<file path="config.mk">
export PLATFORM = sky130hd
export DESIGN_NAME = wb_mux_lock
export DESIGN_NICKNAME = d
export VERILOG_FILES = /design/src/rtl/wb_mux_lock.sv
export SDC_FILE = /design/constraint.sdc
export NUM_CORES = 1
export LEC_CHECK = 0
export BUFFER_PORTS_ARGS = -buffer_cell sky130_fd_sc_hd__buf_2
export CAP_MARGIN = 25
export CORE_AREA = 2 2 215 217
export CTS_BUF_LIST = sky130_fd_sc_hd__clkbuf_16
export DETAILED_ROUTE_END_ITERATION = 8
export DIE_AREA = 0 0 217 219
export PLACE_DENSITY = 0.32
export SLEW_MARGIN = 20
export SYNTH_ARGS = -nofsm -noshare
export SYNTH_HDL_FRONTEND = slang
export SYNTH_SLANG_ARGS = --single-unit
</file>
<file path="constraint.sdc">
create_clock -name wb_clk_i -period 2 [get_ports wb_clk_i]
set_input_delay 0.4 -clock wb_clk_i [delete_from_list [all_inputs] [get_ports wb_clk_i]]
set_output_delay 0.4 -clock wb_clk_i [all_outputs]
set_load 0.03 [all_outputs]
</file>
<file path="src/rtl/wb_mux_lock.sv">
// Wishbone master-to-N-slave mux with registered decode and a slave lock held for the whole cycle.
// Optional stalled-slave watchdog enabled by defining WB_MUX_TIMEOUT_EN.
module wb_mux_lock #(
  parameter int                          DW             = 32,
  parameter int                          AW             = 32,
  parameter int                          NUM_SLAVES     = 4,
  parameter logic [NUM_SLAVES*AW-1:0]    MATCH_ADDR     = '0,
  parameter logic [NUM_SLAVES*AW-1:0]    MATCH_MASK     = '0,
  parameter int                          TIMEOUT_CYCLES = 255
) (
  input  logic                         wb_clk_i,
  input  logic                         wb_rst_ni,
  input  logic [AW-1:0]                wbm_adr_i,
  input  logic [DW-1:0]                wbm_dat_i,
  input  logic [DW/8-1:0]              wbm_sel_i,
  input  logic                         wbm_we_i,
  input  logic                         wbm_cyc_i,
  input  logic                         wbm_stb_i,
  input  logic [2:0]                   wbm_cti_i,
  input  logic [1:0]                   wbm_bte_i,
  output logic [DW-1:0]                wbm_dat_o,
  output logic                         wbm_ack_o,
  output logic                         wbm_err_o,
  output logic                         wbm_rty_o,
  output logic [NUM_SLAVES*AW-1:0]     wbs_adr_o,
  output logic [NUM_SLAVES*DW-1:0]     wbs_dat_o,
  output logic [NUM_SLAVES*(DW/8)-1:0] wbs_sel_o,
  output logic [NUM_SLAVES-1:0]        wbs_we_o,
  output logic [NUM_SLAVES*3-1:0]      wbs_cti_o,
  output logic [NUM_SLAVES*2-1:0]      wbs_bte_o,
  output logic [NUM_SLAVES-1:0]        wbs_cyc_o,
  output logic [NUM_SLAVES-1:0]        wbs_stb_o,
  input  logic [NUM_SLAVES*DW-1:0]     wbs_dat_i,
  input  logic [NUM_SLAVES-1:0]        wbs_ack_i,
  input  logic [NUM_SLAVES-1:0]        wbs_err_i,
  input  logic [NUM_SLAVES-1:0]        wbs_rty_i,
  output logic                         dec_err_o,
  output logic                         timeout_o
);

  localparam int SW = (NUM_SLAVES > 1) ? $clog2(NUM_SLAVES) : 1;

  typedef enum logic [1:0] {S_IDLE, S_ACTIVE, S_DECERR, S_TOERR} state_t;

  if (NUM_SLAVES < 1 || TIMEOUT_CYCLES < 1 || (DW % 8) != 0) begin : g_bad_param
    $error("wb_mux_lock: illegal parameter set");
  end

  state_t                r_state;
  logic [SW-1:0]         r_sel_q;
  logic                  w_hit;
  logic [SW-1:0]         w_win;
  logic [NUM_SLAVES-1:0] w_onehot;
  logic [DW-1:0]         w_s_dat;
  logic                  w_s_ack, w_s_err, w_s_rty;

  assign wbs_adr_o = {NUM_SLAVES{wbm_adr_i}};
  assign wbs_dat_o = {NUM_SLAVES{wbm_dat_i}};
  assign wbs_sel_o = {NUM_SLAVES{wbm_sel_i}};
  assign wbs_we_o  = {NUM_SLAVES{wbm_we_i}};
  assign wbs_cti_o = {NUM_SLAVES{wbm_cti_i}};
  assign wbs_bte_o = {NUM_SLAVES{wbm_bte_i}};

  // Scan from the top down so the lowest matching index is the last to write w_win.
  always_comb begin
    // NOTE: every combinational output gets a default first so no path can infer a latch.
    w_hit = 1'b0;
    w_win = '0;
    for (int i = NUM_SLAVES - 1; i >= 0; i--) begin
      if ((wbm_adr_i & MATCH_MASK[i*AW +: AW]) == MATCH_ADDR[i*AW +: AW]) begin
        w_hit = 1'b1;
        w_win = SW'(i);
      end
    end
  end

  always_comb begin
    w_onehot = '0;
    w_s_dat  = '0;
    w_s_ack  = 1'b0;
    w_s_err  = 1'b0;
    w_s_rty  = 1'b0;
    for (int i = 0; i < NUM_SLAVES; i++) begin
      if (r_sel_q == SW'(i)) begin
        w_onehot[i] = 1'b1;
        w_s_dat     = wbs_dat_i[i*DW +: DW];
        w_s_ack     = wbs_ack_i[i];
        w_s_err     = wbs_err_i[i];
        w_s_rty     = wbs_rty_i[i];
      end
    end
  end

  always_comb begin
    wbs_cyc_o = '0;
    wbs_stb_o = '0;
    wbm_dat_o = '0;
    wbm_ack_o = 1'b0;
    wbm_err_o = 1'b0;
    wbm_rty_o = 1'b0;
    dec_err_o = 1'b0;
    case (r_state)
      S_ACTIVE: begin
        wbs_cyc_o = w_onehot & {NUM_SLAVES{wbm_cyc_i}};
        wbs_stb_o = w_onehot & {NUM_SLAVES{wbm_stb_i}};
        wbm_dat_o = w_s_dat;
        wbm_ack_o = w_s_ack;
        wbm_err_o = w_s_err;
        wbm_rty_o = w_s_rty;
      end
      S_DECERR: begin
        wbm_err_o = 1'b1;
        dec_err_o = 1'b1;
      end
      S_TOERR:  wbm_err_o = 1'b1;
      default:  ;
    endcase
  end

`ifdef WB_MUX_TIMEOUT_EN
  localparam int CW = $clog2(TIMEOUT_CYCLES + 1);

  logic [CW-1:0] r_cnt;
  logic          w_resp;
  logic          w_timeout;

  assign w_resp    = w_s_ack | w_s_err | w_s_rty;
  // A response on the limit cycle wins over the abort.
  assign w_timeout = (r_state == S_ACTIVE) && (r_cnt == CW'(TIMEOUT_CYCLES)) && !w_resp;
  assign timeout_o = (r_state == S_TOERR);

  always_ff @(posedge wb_clk_i) begin
    if (!wb_rst_ni) begin
      r_cnt <= '0;
    end else if (r_state == S_ACTIVE && wbm_cyc_i && wbm_stb_i && !w_resp && !w_timeout) begin
      r_cnt <= r_cnt + CW'(1);
    end else begin
      r_cnt <= '0;
    end
  end
`else
  assign timeout_o = 1'b0;
`endif

  always_ff @(posedge wb_clk_i) begin
    // NOTE: reset is sampled on the clock edge only; state uses non-blocking assignments throughout.
    if (!wb_rst_ni) begin
      r_state <= S_IDLE;
      r_sel_q <= '0;
    end else begin
      case (r_state)
        S_IDLE: begin
          if (wbm_cyc_i && wbm_stb_i) begin
            if (w_hit) begin
              r_state <= S_ACTIVE;
              r_sel_q <= w_win;
            end else begin
              r_state <= S_DECERR;
            end
          end
        end
        S_ACTIVE: begin
          if (!wbm_cyc_i) begin
            r_state <= S_IDLE;
`ifdef WB_MUX_TIMEOUT_EN
          end else if (w_timeout) begin
            r_state <= S_TOERR;
`endif
          end
        end
        default: r_state <= S_IDLE;
      endcase
    end
  end

endmodule
</file>
==> run_results.csv <==
group,metric,value,unit
outcome,status,"finished, final reports clean",
timing,final_max_slew_viol_count,0,
synthesis,synthTopCellsByCount,"buf_4, and2_1, buf_6",
synthesis,yosysSeqAreaShare,0.774,%
clock_tree,cts.clk_slew.worst_paths,0,ns
synthesis,ys.flop_type,"dfxtp_1",
timing,period_needed,1.36,ns
timing,timing.final.crit_share,68.0,%
global_route,grt_max_degree,39,
synthesis,synth_area_leader_cell,"buf_4",
routing,drt-initial-drc-count,13,
routing,via_count,767,
clock_tree,clock_latency,0,ns
synthesis,synth_area_leaders,"buf_4, and2_1, buf_6",
placed_design,port_buffers,75,
synthesis,avgSynthCellArea,7.43,sq um
die,rows,78,
die,dieArea,47500,sq um
synthesis,synth_top_area_share,88.2,%
timing,grt_setup_unrepaired,"no",
routing,ant_nets,0,
clock_tree,postCtsSetupRepairBufs,0,
timing,fin_skew,0,ns
finish,area_delta_synth_final,-44.9,%
setup_path,crit_type,"reg2out",
routing,post-route-drc-count,0,
placed_design,gp_congestion,0.689,
finish,largest_register_ffs,1,
synthesis,yosys_warnings,0,
routing,drt_pass1_iterations,2,
placed_design,placed_cell_area,1430,sq um
power_and_ir_drop,power_density,122,nW/um^2
setup_path,critPathLaunchType,"flop",
synthesis,yosys_register_bits,1,
clock_tree,cts-resized-gates,0,
timing,whs,0.655,ns
setup_path,path_max_fanout,38,
finish,final_cell_area,1430,sq um
setup_path,required,1.60,ns
power_and_ir_drop,vdd_drop_max,0.137,mV
setup_path,endpoint_kind,"output port",
power_and_ir_drop,leakage,0.507,nW
timing,finalWorstSetupSlack,0.641,ns
clock_tree,cts_hold_buf,0,
synthesis,synth_cell_type_count,7,
timing,final_hold_viol_count,0,
die,dieHeight,219,um
routing,via_per_inst,1.06,
die,coreArea,45100,sq um
routing,wl,4330,um
timing,setup_viol,0,
finish,antenna_cells,0,
die,die_width,217,um
global_route,grt_pass1_vias,781,
synthesis,synth_most_common_cell,"buf_4",
finish,fin_nets,343,
routing,wl_per_cell,5.98,um
job,max_cap_viol_count,0,
synthesis,synth_edf_count,0,
worst_hold_path,min_path_type,"in2reg",
placed_design,dp_slack,0.610,ns
timing,fmax,736,MHz
finish,final_cells,723,
power_and_ir_drop,power.total,0.174,mW
global_route,grtUsageTotal,1.46,%
finish,fillers,5429,
synthesis,ys_async_sr_fraction,0,%
finish,drive_gt1_share,61.8,%
synthesis,synth_cells,348,
global_route,antenna_found_initial,0,
die,initial_core_util,5.74,%
synthesis,syn_area,2590,sq um
setup_path,worstPathArrival,0.96,ns
die,ioPinCount,559,
setup_path,r2r_setup_slack,1.14,ns
finish,regMostFlops,"r_state",
placed_design,dp.cells,723,
global_route,gr-total-overflow,0,
finish,biggestRegsByFlops,"r_state: 1 flops",
global_route,grt_pass1_wl,5050,um
timing,finalSetupTns,0,ns
finish,final_core_util,3.16,%
-- cells in the final DEF (no fill, tap or decap) --
| cell type | count |
|---|---|
| o211a_1 | 1 |
| buf_4 | 1 |
| and2_1 | 37 |
| conb_1 | 8 |
| buf_2 | 75 |
| dfxtp_1 | 1 |
-- routing by layer --
metal	track usage (%)	up-vias	routed length (um)	share of wire, %
met4	4.13	0	1130	26
met5	0	-	0	0
li1	-	279	-	-
met3	0.832	98	971	22
met2	2.47	137	1870	43
met1	0.175	253	355	8.2
-- layout make-up --
type / instances / area (sq um) / share of cell area, %
Timing Repair Buffer: 76 / 383 / 26.9
Sequential cell: 1 / 20.0 / 1.40
Multi-Input combinational cell: 46 / 272 / 19.1
Tap cell: 600 / 751 / 52.7
-- worst paths after layout --
check,end,from,depth (start not counted)
min reg2reg,r_state[0],r_state[0],2
max,wbm_dat_o[3],r_state[0],3
min,r_state[0],wbm_stb_i,2
max reg2reg,r_state[0],r_state[0],2
-- power by group --
part | internal, mW | switching, mW
Sequential | 0.0213 | 0.000193
Clock | 0 | 0
Combinational | 0.0531 | 0.0993
Total | 0.0744 | 0.0995
-- cell families (layout without fill, tap and decap cells) --
family	Yosys count	count (layout)	share of synthesized area [%]
buffers and inverters	308	76	89.7
AO/OA/AOI/OAI	1	1	0.387
flip-flops	1	1	0.774
AND/OR/NAND/NOR	37	37	8.95
other	1	8	0.145
-- critical path, stage by stage (launching register included) --
cell and delay, ns:
dfxtp_1 0.28, buf_4 0.26, and2_1 0.21, buf_2 0.21
Power figures use the tool's default switching activity.
